--- src/rtl/mf8_pcs_stack.sv ---
`default_nettype none
//----------------------------------------------------------------------------
// Module   : mf8_pcs_stack
// Purpose  : Program-counter sequencer for the mf8 core with a hardware
//            return stack. One action per cycle, in fixed priority order:
//            Pause > Irq > Ret > Call > RJmp > increment.
// Ports    : Clk, Reset      - clock, synchronous active-high reset
//            Offs_In         - two's-complement offset for RJmp / Call
//            Pause           - stall; holds PC, stack and flags
//            RJmp/Call/Ret   - decoder control strobes
//            Irq             - interrupt entry strobe
//            NPC             - combinational next PC (memory address)
//            PC              - registered current PC
//            SP_Level        - number of valid stack entries
//            Stack_Ovf/Unf   - sticky overflow / underflow flags
// Revision : 1.0 - initial release
//----------------------------------------------------------------------------
module mf8_pcs_stack #(
    parameter int PC_W        = 12,
    parameter int STACK_DEPTH = 4,
    parameter int RESET_VEC   = 0,
    parameter int IRQ_VEC     = 1
) (
    input  logic                               Clk,
    input  logic                               Reset,
    input  logic [PC_W-1:0]                    Offs_In,
    input  logic                               Pause,
    input  logic                               RJmp,
    input  logic                               Call,
    input  logic                               Ret,
    input  logic                               Irq,
    output logic [PC_W-1:0]                    NPC,
    output logic [PC_W-1:0]                    PC,
    output logic [$clog2(STACK_DEPTH+1)-1:0]   SP_Level,
    output logic                               Stack_Ovf,
    output logic                               Stack_Unf
);

    localparam int              c_lvl_w     = $clog2(STACK_DEPTH + 1);
    localparam logic [PC_W-1:0] c_reset_vec = PC_W'(RESET_VEC);
    localparam logic [PC_W-1:0] c_irq_vec   = PC_W'(IRQ_VEC);
    localparam logic [PC_W-1:0] c_one       = PC_W'(1);
    localparam logic [c_lvl_w-1:0] c_full   = c_lvl_w'(STACK_DEPTH);
    localparam logic [c_lvl_w-1:0] c_empty  = '0;
    localparam logic [c_lvl_w-1:0] c_lvl_one = c_lvl_w'(1);

    // Index 0 is always the top of stack; deeper entries are older. A push
    // shifts everything one place deeper, so on a full stack the oldest
    // entry naturally falls off the end.
    logic [PC_W-1:0]    r_stack [STACK_DEPTH];
    logic [PC_W-1:0]    r_pc;
    logic [c_lvl_w-1:0] r_level;
    logic               r_ovf;
    logic               r_unf;

    logic [PC_W-1:0]    w_npc;
    logic [PC_W-1:0]    w_push_val;
    logic               w_push;
    logic               w_pop;
    logic               w_full;
    logic               w_empty;

    assign w_full  = (r_level == c_full);
    assign w_empty = (r_level == c_empty);

    //------------------------------------------------------------------
    // Next-PC selection and stack strobes
    //------------------------------------------------------------------
    always_comb begin
        w_npc      = r_pc + c_one;
        w_push_val = '0;
        w_push     = 1'b0;
        w_pop      = 1'b0;
        if (Pause) begin
            w_npc = r_pc;
        end else if (Irq) begin
            // Push the current PC so the interrupted instruction re-runs.
            w_npc      = c_irq_vec;
            w_push     = 1'b1;
            w_push_val = r_pc;
        end else if (Ret) begin
            w_pop = 1'b1;
            w_npc = w_empty ? c_reset_vec : r_stack[0];
        end else if (Call) begin
            w_npc      = r_pc + Offs_In;
            w_push     = 1'b1;
            w_push_val = r_pc + c_one;
        end else if (RJmp) begin
            // Modulo-2^PC_W add is identical for signed and unsigned offsets.
            w_npc = r_pc + Offs_In;
        end
    end

    //------------------------------------------------------------------
    // PC, level and sticky flags
    //------------------------------------------------------------------
    always_ff @(posedge Clk) begin
        if (Reset) begin
            r_pc    <= c_reset_vec;
            r_level <= '0;
            r_ovf   <= 1'b0;
            r_unf   <= 1'b0;
        end else begin
            r_pc <= w_npc;
            if (w_push) begin
                if (w_full) begin
                    r_ovf <= 1'b1;
                end else begin
                    r_level <= r_level + c_lvl_one;
                end
            end else if (w_pop) begin
                if (w_empty) begin
                    r_unf <= 1'b1;
                end else begin
                    r_level <= r_level - c_lvl_one;
                end
            end
        end
    end

    //------------------------------------------------------------------
    // Return-address storage
    //------------------------------------------------------------------
    always_ff @(posedge Clk) begin
        if (Reset) begin
            for (int i = 0; i < STACK_DEPTH; i++) begin
                r_stack[i] <= '0;
            end
        end else if (w_push) begin
            r_stack[0] <= w_push_val;
            for (int i = 1; i < STACK_DEPTH; i++) begin
                r_stack[i] <= r_stack[i-1];
            end
        end else if (w_pop && !w_empty) begin
            for (int i = 0; i < STACK_DEPTH - 1; i++) begin
                r_stack[i] <= r_stack[i+1];
            end
            r_stack[STACK_DEPTH-1] <= '0;
        end
    end

    assign NPC       = w_npc;
    assign PC        = r_pc;
    assign SP_Level  = r_level;
    assign Stack_Ovf = r_ovf;
    assign Stack_Unf = r_unf;

endmodule
`default_nettype wire

--- config.mk ---
export PLATFORM = sky130hd
export DESIGN_NAME = mf8_pcs_stack
export DESIGN_NICKNAME = d
export VERILOG_FILES = /design/src/rtl/mf8_pcs_stack.sv
export SDC_FILE = /design/constraint.sdc
export NUM_CORES = 1
export LEC_CHECK = 0
export ABC_AREA = 1
export CAP_MARGIN = 20
export CORE_MARGIN = 2
export CORE_UTILIZATION = 50
export CTS_CLUSTER_SIZE = 12
export DETAILED_ROUTE_END_ITERATION = 12
export PLACE_DENSITY = 0.73
export SLEW_MARGIN = 20
export SYNTH_ARGS = -nofsm -noshare
export SYNTH_HDL_FRONTEND = slang
export SYNTH_SLANG_ARGS = --single-unit
export TNS_END_PERCENT = 30
--- constraint.sdc ---
create_clock -name Clk -period 4.05 [get_ports Clk]
set_clock_uncertainty 0.05 [all_clocks]
set_input_delay 0.405 -clock Clk [delete_from_list [all_inputs] [get_ports Clk]]
set_output_delay 0.405 -clock Clk [all_outputs]
set_load 0.03 [all_outputs]
Word-level counts from Yosys, hierarchy flattened. Memory sizes are Yosys's and may differ from the RTL's. Index checks and enable logic that the tools add are counted. Widths: inputs -> output; s select.

Add/subtract/negate cells: 4. Multiply operators: 0. Div/mod/pow operators: 0. $lt $le $gt $ge: 0. Equal/unequal tests: 3. Shifts and indexed selects: 0. Mux-type cells: 38. Bitwise logic cells: 9. Reduce and logical (&&, ||, !) cells: 7.

Operators by type and width (count): $mux 12 (18); $mux 1 (16); $add 12x1->12 const B (1); $add 12x12->12 (1); $mux 3 (4); $or 1x1->1 (8); $reduce_and 3->1 (2); $ne 2x2->1 const B (2); $add 3x1->3 const B (1); $eq 3x3->1 const B (1); $logic_not 3->1 (1); $sub 3x1->3 const B (1); $reduce_and 2->1 (1); $reduce_bool 2->1 (1); $logic_and 1x1->1 (1); $logic_not 1->1 (1); $not 1->1 (1).

Bits in registers: 17. Bits in latches: 0. RAM bits: 48. Bits in read-only memories: 0. Logic and storage cells: 66. Memories kept: 1.

Memories: r_stack (depth 4, bits a word 12, read ports 4, clocked after memory_dff 0, wr ports 4, RTL line 50) `logic [PC_W-1:0] r_stack [STACK_DEPTH];`.

Depth between registers and ports, before layout. Gate-level depths: netlist of the first run.

Depth in word-level cells: 9. Gate-level depth with buffers: 12.

Worst setup path after synthesis of the first run. OpenSTA, ideal clock, no wires.

Path kind: register to output. From: reg r_pc[0], in the netlist PC[0]. To: out NPC[6]. Data arrival time: 2.050 ns. Data required time: 3.595 ns. Setup slack: 1.545 ns. Cell stages (with the launch flop): 12. Path buffers: 0. Cell sequence: dfxtp_1 ha_1 fa_1 nand3_1 nand3_1 nand2_1 nand2_1 or2_2 nand3_1 nand2_1 nand2_1 nand2_1.

Longest elaborated chain between the ends: 6. Elaborated cells between the ends (all ways): 7. Those cells by class: add/sub (2); mux (5).

RTL lines: from (decl) (RTL line 51) `logic [PC_W-1:0] r_pc;`; from (signal assigned) (RTL line 99) `r_pc <= c_reset_vec;`; from (signal assigned) (RTL line 104) `r_pc <= w_npc;`; $add 12x1->12 or $add 12x12->12 (tied branches) (RTL line 70, 85, 90); $mux 12 (RTL line 88) `end else if (RJmp) begin`; $mux 12 (*) (RTL line 84) `end else if (Call) begin`; $mux 12 (*) (RTL line 81) `end else if (Ret) begin`; $mux 12 (*) (RTL line 76) `end else if (Irq) begin`; $mux 12 (*) (RTL line 74) `if (Pause) begin`; to (decl) (RTL line 32) `output logic [PC_W-1:0] NPC,`.

Every way passes the cells marked *; elsewhere a longest branch is shown, timed or not.

Worst setup path after layout of the first run.
From: in Offs_In[0]. To: out NPC[6].

Longest elaborated chain between the ends: 6.

RTL lines: from (decl) (RTL line 26) `input logic [PC_W-1:0] Offs_In,`; $add 12x12->12 (*) (RTL line 85, 90); $mux 12 (RTL line 88); $mux 12 (*) (RTL line 84); $mux 12 (*) (RTL line 81); $mux 12 (*) (RTL line 76); $mux 12 (*) (RTL line 74).

Marked as above.

==> impl_metrics.csv, run 1 <==
group,metric,value,unit
cells_and_area,fillers,743,
logic_synthesis,netlist.top_cell.by_area,"edfxtp_1",
drt,num_vias,3712,
cts,h-tree-depth,3,
status,status,"finished clean",
setup_path,max_stage_delay,580,ps
setup_path,crit_buf_inv,2,
drt,drtIter0Drc,297,
power,leakage,1.990,nW
setup_path,cp.arrival,3060,ps
setup_path,cp_data_required_time,3600,ps
cts,cts_max_path_buffers,2,
drt,ant_nets,0,
global_routing,grt_pass1_vias,3514,
power,powerDensity,361.5,nW/um^2
cells_and_area,drive_gt1_share,7.544,%
die,initial_core_util,51.84,%
setup_path,criticalPathCategory,"in2out",
setup_path,cp-start-kind,"primary input",
power,power_frac_seq,45.6,%
drt,remaining_drc_errors,0,
timing,timing.final.crit_share,86.69,%
logic_synthesis,synth_nets,553,
timing,setup_violations,0,
logic_synthesis,synth_top_cells_by_area,"edfxtp_1 (27%), dfxtp_1 (14%), nand2_1 (14%)",
timing,fin_ws,539.0,ps
die,row_count,32,
logic_synthesis,synth.yosys.seq_area_share,41.27,%
power,pwr-share-comb,21.1,%
cts,post_cts_buffers,0,
cells_and_area,final_common_cell,"nand2_1",
setup_path,path_max_fanout,3,
setup_path,worstPathCellList,"clkdlybuf4s50_1, ha_1, fa_1, nand3_1, nand3_1, nand2_1, nand2_1, or2_2, nand3_1, nand2_1, nand2_1, nand2_1, clkdlybuf4s50_1",
setup_path,slowest_stage,"clkdlybuf4s50_1",
cells_and_area,final_cells,672,
logic_synthesis,synth_edf_count,36,
cells_and_area,diodes,0,
power,p_sw,544.7,uW
die,fp.dieW,93.74,um
logic_synthesis,synthArstFlopShare,0,%
place,place_inst,656,
place,place.port_buffers,47,
power,p_sw_share,31.89,%
min_path,holdCritPathClass,"reg2reg",
global_routing,grt_pass1_wl,17150,um
drt,firstDrtPassIters,7,
die,io_pins,48,
cells_and_area,regArea,1662,um^2
global_routing,grt.total_usage,25.01,%
timing,holdWs,429.5,ps
die,design.core.area,7767,um^2
setup_path,crit_path_end_kind,"output port",
logic_synthesis,yosys_warnings,0,
logic_synthesis,synth.distinct_cells,39,
logic_synthesis,synth_ff_type,"edfxtp_1",
timing,setup_tns,0,ps
cts,ctsHoldBuffers,0,
timing,max_freq,284.8,MHz
power,p_int,1.163,mW
cells_and_area,fin_nets,598,
cts,cts_tree,"yes",
setup_path,cp_common_cell,"nand2_1",
place,hpwl,7681,um
timing,worst_pin_slew,602.5,ps
cts,cts_buffers,9,
drt,wirelength,10430,um
setup_path,cp_top_family,"buffers and inverters",
cts,cts_sinks,65,
global_routing,overflow,0,
flow_run,maxCapViolations,0,
logic_synthesis,postSynthCellCount,520,
cts,clk_pin_slew,80,ps
timing,relSlewSlack,59.74,%
place,place_congestion,0.9786,
timing,drv_slew,0,
cells_and_area,multi_input_comb_area,1963,um^2
drt,wl_per_cell,15.53,um
power,p_clk_share,33.2,%
power,ir_drop,229.8,uV
timing,rsz0062_at_grt,"no",
logic_synthesis,synth_seq_cells,65,
place,pre_cts_ws,615.8,ps
global_routing,antenna_found_initial,0,
power,finalPower,1.708,mW
global_routing,grt_max_degree,27,
cts,cts-root-buf,"clkbuf_8",
die,dieArea,8786,um^2
logic_synthesis,yosys.area.top_type_share,26.85,%
drt,avgViaCountPerCell,5.524,
die,die_h,93.74,um
timing,timing.final.crit_period,3511,ps
cts,clkLatencyLatePin,350,ps
logic_synthesis,synth.avg_cell_area,7.743,um^2
cts,ctsResizeCount,0,
cells_and_area,syn_to_final_growth,17.34,%
logic_synthesis,netlist_area,4026,um^2
timing,final_hold_viol_count,0,
cells_and_area,final_cell_mix,"nand2_1 (147), inv_1 (68), clkdlybuf4s50_1 (47), a21oi_1 (37), edfxtp_1 (36)",
[sequential cells by signal, indices dropped and copies added, names as in the netlist]
name,cells
Stack_Unf,1
SP_Level,3
Stack_Ovf,1
r_stack,48
PC,12
[logic make-up after synthesis]
| kind of cell | synth area share, % |
|---|---|
| buffers and inverters | 9.975 |
| xor gates and xnor gates | 2.393 |
| and+or+nand+nor | 26.17 |
| AOI/OAI and AO/OA | 15.48 |
| adders and majority gates | 4.723 |
| DFF | 41.27 |
[worst reg2reg max path: cells and delay by family (launching register included)]
kind	cells	cell delay [ps]
and+or+nand+nor	8	910
DFF	1	400
adders and majority gates	2	720
AOI/OAI and AO/OA	1	60
[power groups by stage]
| stage | logic (mW) | registers, mW | clock network, mW |
|---|---|---|---|
| 2_1_floorplan | 0.220 | 0.807 | 0 |
| 3_3_place_gp | 0.348 | 0.793 | 0 |
| 3_5_place_dp | 0.356 | 0.794 | 0 |
| 4_1_cts | 0.359 | 0.780 | 0.574 |
| 5_1_grt | 0.396 | 0.786 | 0.602 |
| 6_report | 0.361 | 0.779 | 0.568 |
[metrics by stage]
stage | cell area (um^2) | util, %
2_1_floorplan | 4026 | -
3_3_place_gp | 4526 | 58.26
3_5_place_dp | 4526 | 58.26
4_1_cts | 4725 | 60.82
5_1_grt | 4725 | 60.82
6_report | 4725 | 60.82
[layout make-up]
type	count	share of cell area (%)
clock inverters	7	1.589
repair buffers	49	10.28
well taps	102	2.701
clock buffers	9	2.622
inverters	76	6.091
multi-input cells	364	41.55
flip-flops and latches	65	35.17
[metal layers]
metal	GRT usage, %	vias to the layer above	share of wire, %
met3	4.093	17	7.3
met1	34.78	1698	43
met5	0	-	0
met2	40.36	176	47
met4	7.246	0	1.9
li1	-	1821	-
[cells in the mapped netlist, types with 4 or more instances]
cell      number
nor2_4         6
edfxtp_1      36
a21oi_1       37
ha_1          12
nor2_8         4
xor2_1         7
nor2_1        27
xnor2_1        4
buf_6          6
o31ai_1        4
o21ai_0       28
inv_2          7
nand3_1       28
buf_2          4
nand4_1        6
dfxtp_1       29
o22ai_1       16
inv_1         68
nand2_1      147
o21ai_1       13
[final timing paths]
path | from | endpoint | slack, ps | cells past startpoint
setup / recovery | Offs_In[0] | NPC[6] | 540 | 13
hold / removal | r_stack[3][11] | r_stack[3][11] | 430 | 2
setup reg to reg | PC[0] | PC[6] | 1810 | 11
hold reg to reg | r_stack[3][11] | r_stack[3][11] | 430 | 2
(Power assumes the default switching activity.)
==> inputs of run 2 (changes only) <==
--- a/config.mk
+++ b/config.mk
@@ -7,7 +7,7 @@
 export LEC_CHECK = 0
 export ABC_AREA = 1
 export CAP_MARGIN = 20
-export CORE_MARGIN = 2
+export CORE_MARGIN = 5
 export CORE_UTILIZATION = 50
 export CTS_CLUSTER_SIZE = 12
 export DETAILED_ROUTE_END_ITERATION = 12
==> impl_metrics.csv, run 2 (same netlist as run 1, synthesis figures left out) <==
group,metric,value,unit
cells_and_area,drive_gt1_share,7.368,%
cells_and_area,final_common_cell,"nand2_1",
min_path,hold_path_end,"Stack_Ovf",
place,place_inst,656,
cells_and_area,largest_reg_flops,48,
min_path,holdCritPathClass,"reg2reg",
global_routing,busiest_layer,"met2",
global_routing,overflow,0,
global_routing,gr-usage-met1,28.32,%
die,die_h,99.74,um
setup_path,crit_path_end_kind,"output port",
drt,ant_nets,0,
cells_and_area,final_cells,672,
drt,wirelength,10410,um
setup_path,worstPathCellList,"clkdlybuf4s50_1, ha_1, fa_1, nand3_1, nand3_1, nand2_1, nand2_1, or2_2, nand3_1, nand2_1, nand2_1, nand2_1, clkdlybuf4s50_1",
cts,cts_sinks,65,
cts,cts-root-buf,"clkbuf_8",
die,initial_core_util,51.84,%
setup_path,r2r_cells,11,
drt,remaining_drc_errors,0,
setup_path,cp-start-kind,"primary input",
cells_and_area,fillers,730,
cts,clkLatencyLatePin,360,ps
timing,max_freq,286.8,MHz
cts,post_cts_buffers,0,
die,design.core.area,7767,um^2
global_routing,grt_pass1_vias,3593,
timing,setup_tns,0,ps
drt,wl_per_cell,15.49,um
timing,drv_slew,0,
die,io_pins,48,
setup_path,max_stage_delay,580,ps
setup_path,r2r_setup_slack,1850,ps
die,fp.dieW,99.74,um
setup_path,cp_data_required_time,3600,ps
cts,cts_buffers,9,
timing,relSlewSlack,61.65,%
setup_path,r2r-end,"PC[6]",
cells_and_area,fin_nets,598,
cts,ctsResizeCount,0,
place,hpwl,7770,um
timing,fin_ws,563.1,ps
setup_path,cp_common_cell,"nand2_1",
drt,drtIter0Drc,210,
global_routing,grt_util_met3,4.278,%
place,place_congestion,0.9758,
global_routing,grt_pass1_wl,17170,um
global_routing,grt_max_degree,27,
min_path,hp-start,"Stack_Ovf",
status,status,"finished clean",
cells_and_area,syn_to_final_growth,18.43,%
timing,rsz0062_at_grt,"no",
place,pre_cts_ws,609.9,ps
drt,avgViaCountPerCell,5.433,
drt,firstDrtPassIters,5,
global_routing,use_met2,35.97,%
cells_and_area,largest_register,"r_stack",
setup_path,criticalPathCategory,"in2out",
cts,h-tree-depth,3,
timing,worst_pin_slew,573.9,ps
power,powerDensity,383.1,nW/um^2
die,dieArea,9947,um^2
cells_and_area,final_cell_mix,"nand2_1 (147), inv_1 (68), clkdlybuf4s50_1 (47), a21oi_1 (37), edfxtp_1 (36)",
drt,num_vias,3651,
setup_path,path_max_fanout,3,
place,place.port_buffers,47,
cts,cts_tree,"yes",
global_routing,grt.total_usage,21.76,%
cts,clk_pin_slew,80,ps
min_path,worstHoldPathCells,2,
timing,final_hold_viol_count,0,
flow_run,maxCapViolations,0,
power,leakage,2.003,nW
setup_path,r2r-start,"PC[0]",
timing,setup_violations,0,
timing,timing.final.crit_share,86.10,%
setup_path,cp.arrival,3030,ps
setup_path,slowest_stage,"clkdlybuf4s50_1",
cts,cts_max_path_buffers,2,
cts,ctsHoldBuffers,0,
cells_and_area,diodes,0,
timing,timing.final.crit_period,3487,ps
global_routing,antenna_found_initial,0,
power,ir_drop,221.7,uV
die,row_count,32,
## run 2: cell count changes in the layout (fill, tap and decap cells not counted), sizes merged
cell      previous run  this run
bufinv               1         3
clkinv               3         1
inv                 79        77
clkinvlp             0         1
clkbuf               9        10
## run 2: critical path, delay by kind of cell
family / cells / cell delay [ps]
buf+inv: 2 / 1010
simple gates: 9 / 930
fa+ha+maj: 2 / 690
## run 2: how the worst max path moves through the flow
stage,slack (ps),cells past startpoint,endpoint,from
after global placement,640,13,NPC[6],Offs_In[0]
after detailed placement,610,13,NPC[6],Offs_In[0]
after global routing,470,13,NPC[6],Offs_In[0]
after floorplan,1550,11,NPC[6],PC[0]
final,560,13,NPC[6],Offs_In[0]
after CTS,590,13,NPC[6],Offs_In[0]
## run 2: metal layers
layer / part of all wire (%) / wire, um / vias up
li1: - / - / 1823
met1: 43 / 4516 / 1697
met2: 48 / 5023 / 113
met3: 6.6 / 684 / 18
met4: 1.7 / 181 / 0
met5: 0 / 0 / -
## run 2: where the power goes
group	switching [mW]	internal (mW)	total, mW
sequential	0.0335	0.746	0.780
clock	0.276	0.412	0.689
combinational	0.231	0.128	0.358
total	0.540	1.29	1.83
## run 2: layout make-up
class                           count  area (um^2)  area share, %
Inverter                           76        287.8          6.035
Timing Repair Buffer               49        485.5          10.18
Clock buffer                       10        127.6          2.676
Clock inverter                      6        115.1          2.414
Sequential cell                    65         1662          34.85
Tap cell                          102        127.6          2.676
Multi-Input combinational cell    364         1963          41.17
## run 2: through the flow
stage	area [um^2]	power, mW	hold slack [ps]	util (%)
after floorplan	4026	1.027	392.6	-
after detailed placement	4526	1.151	398.2	58.26
final	4768	1.827	418.1	61.39
after CTS	4768	1.839	414.4	61.39
after global placement	4526	1.143	391.9	58.26
after global routing	4768	1.905	438.2	61.39
==> inputs of run 3 (changes only) <==
--- a/config.mk
+++ b/config.mk
@@ -5,10 +5,10 @@
 export SDC_FILE = /design/constraint.sdc
 export NUM_CORES = 1
 export LEC_CHECK = 0
-export ABC_AREA = 1
 export CAP_MARGIN = 20
 export CORE_MARGIN = 5
 export CORE_UTILIZATION = 50
+export CTS_CLUSTER_DIAMETER = 50
 export CTS_CLUSTER_SIZE = 12
 export DETAILED_ROUTE_END_ITERATION = 12
 export PLACE_DENSITY = 0.73
==> impl_metrics.csv, run 3 <==
group,metric,value,unit
setup_path,r2r_cells,7,
global_routing,overflow,0,
cells_and_area,final_cell_mix,"nand2_1 (52), clkdlybuf4s50_1 (47), edfxtp_1 (36), nor2_1 (32), a21oi_1 (32)",
cts,cts_tree,"yes",
logic_synthesis,netlist_area,4068,um^2
logic_synthesis,synth_edf_count,36,
status,status,"finished clean",
logic_synthesis,synth.avg_cell_area,9.120,um^2
die,die_h,100.2,um
setup_path,r2r_setup_slack,1510,ps
timing,timing.final.crit_period,3850,ps
min_path,hp-start,"r_stack[3][2]",
cells_and_area,largest_register,"r_stack",
setup_path,r2r-end,"PC[10]",
setup_path,cp_data_required_time,3600,ps
cts,h-tree-depth,3,
drt,drtIter0Drc,288,
place,place_congestion,0.9395,
logic_synthesis,synth.yosys.seq_area_share,40.85,%
flow_run,maxCapViolations,0,
min_path,hold_path_end,"r_stack[3][2]",
power,powerDensity,352.7,nW/um^2
power,ir_drop,223.7,uV
die,initial_core_util,52.10,%
global_routing,grt_pass1_vias,3630,
logic_synthesis,postSynthCellCount,446,
cells_and_area,postLayoutCellArea,4790,um^2
cts,cts-root-buf,"clkbuf_8",
timing,setup_violations,0,
cts,clkLatencyLatePin,340,ps
drt,wl_per_cell,19.00,um
logic_synthesis,synth_most_common_cell,"nand2_1",
setup_path,crit_path_end_kind,"output port",
cells_and_area,drive_gt1_share,8.980,%
logic_synthesis,synth_ff_type,"edfxtp_1",
setup_path,path_max_fanout,3,
global_routing,antenna_found_initial,0,
logic_synthesis,yosys.area.top_type_share,26.58,%
cells_and_area,fin_nets,519,
timing,max_freq,259.7,MHz
cts,post_cts_buffers,0,
logic_synthesis,synth_nets,479,
timing,final_hold_viol_count,0,
setup_path,criticalPathCategory,"in2out",
logic_synthesis,synth_seq_cells,65,
global_routing,grt_max_degree,31,
timing,worst_pin_slew,650.1,ps
place,dpl_cell_area,4603,um^2
global_routing,grt.total_usage,22.48,%
cts,cts_max_path_buffers,2,
die,io_pins,48,
logic_synthesis,synth.distinct_cells,68,
place,place.port_buffers,47,
setup_path,cp-start-kind,"primary input",
min_path,holdCritPathClass,"reg2reg",
setup_path,cp.arrival,3400,ps
drt,remaining_drc_errors,0,
cts,cts_buffers,9,
die,fp.dieW,100.2,um
cells_and_area,diodes,0,
setup_path,r2r-start,"PC[0]",
timing,drv_slew,0,
logic_synthesis,synth_top_cells_by_area,"edfxtp_1 (27%), dfxtp_1 (14%), nand2_1 (4.8%)",
drt,num_vias,3771,
cells_and_area,final_common_cell,"nand2_1",
logic_synthesis,netlist.top_cell.by_area,"edfxtp_1",
logic_synthesis,yosys_warnings,0,
die,design.core.area,7807,um^2
logic_synthesis,synthTopCellsByCount,"nand2_1 (52), edfxtp_1 (36), a21oi_1 (32), nor2_1 (32), dfxtp_1 (29)",
cells_and_area,largest_reg_flops,48,
power,leakage,1.764,nW
timing,relSlewSlack,56.61,%
timing,timing.final.crit_share,95.06,%
drt,ant_nets,0,
cts,ctsHoldBuffers,0,
cts,ctsResizeCount,0,
die,dieArea,10040,um^2
drt,avgViaCountPerCell,6.370,
drt,wirelength,11250,um
global_routing,grt_pass1_wl,18000,um
cells_and_area,syn_to_final_growth,17.75,%
cts,cts_sinks,65,
min_path,worstHoldPathCells,2,
cts,clk_pin_slew,70,ps
timing,setup_tns,0,ps
die,row_count,32,
timing,rsz0062_at_grt,"no",
drt,firstDrtPassIters,4,
place,hpwl,8118,um
logic_synthesis,synthArstFlopShare,0,%
-- run 3: layout make-up --
cell class / count / area [um^2]
Multi-Input combinational cell: 343 / 2223
Inverter: 8 / 30.03
Clock buffer: 11 / 141.4
Clock inverter: 4 / 45.04
Timing Repair Buffer: 59 / 560.5
Sequential cell: 65 / 1662
Fill cell: 721 / 3018
Tap cell: 102 / 127.6
-- run 3: logic make-up (layout without fill, tap and decap cells) --
logic type / after synthesis / count (layout) / synth area share [%]
AOI/OAI and AO/OA: 152 / 152 / 26.05
and+or+nand+nor: 167 / 167 / 21.32
muxes: 4 / 4 / 1.107
DFF: 65 / 65 / 40.85
buffers and inverters: 38 / 82 / 4.706
adders and majority gates: 14 / 14 / 4.675
xor gates and xnor gates: 6 / 6 / 1.292
-- run 3: power by group --
group / switching, mW / leakage, nW / internal [mW] / total, mW
sequential: 0.0447 / 0.626 / 0.746 / 0.790
combinational: 0.213 / 1.04 / 0.141 / 0.354
clock: 0.250 / 0.0989 / 0.295 / 0.545
-- run 3: per-layer routing --
layer,global-route usage [%],up-vias,wire (um)
met4,5.078,0,74
met3,5.003,5,849
met2,35.88,152,5363
met1,31.28,1844,4960
li1,-,1770,-
met5,0,-,0
-- run 3: per-stage QoR --
step                      util (%)  hold WS [ps]  std cells  setup slack, ps  total power [mW]
after floorplan                  -         382.6        446             1109             1.026
after global placement       58.96         393.1        577            269.4             1.145
after detailed placement     58.96         397.7        577            232.1             1.154
after CTS                    61.35         407.6        592            215.7             1.699
after global routing         61.35         423.0        592            98.31             1.764
final                        61.35         405.8        592            199.9             1.689
-- run 3: critical path, stage by stage --
cell and delay (ps):
clkdlybuf4s50_1 400, ha_1 240, fa_1 470, a211oi_4 310, o21bai_2 140, a221o_1 330
or3_1 330, nand3_1 90, clkdlybuf4s50_1 670
-- run 3: worst max path at each step --
| stage | start | endpoint | depth (start not counted) |
|---|---|---|---|
| 2_1_floorplan | PC[0] | NPC[6] | 7 |
| 3_3_place_gp | Offs_In[0] | NPC[10] | 9 |
| 3_5_place_dp | Offs_In[0] | NPC[10] | 9 |
| 4_1_cts | Offs_In[0] | NPC[10] | 9 |
| 5_1_grt | Offs_In[0] | NPC[10] | 9 |
| 6_report | Offs_In[0] | NPC[10] | 9 |
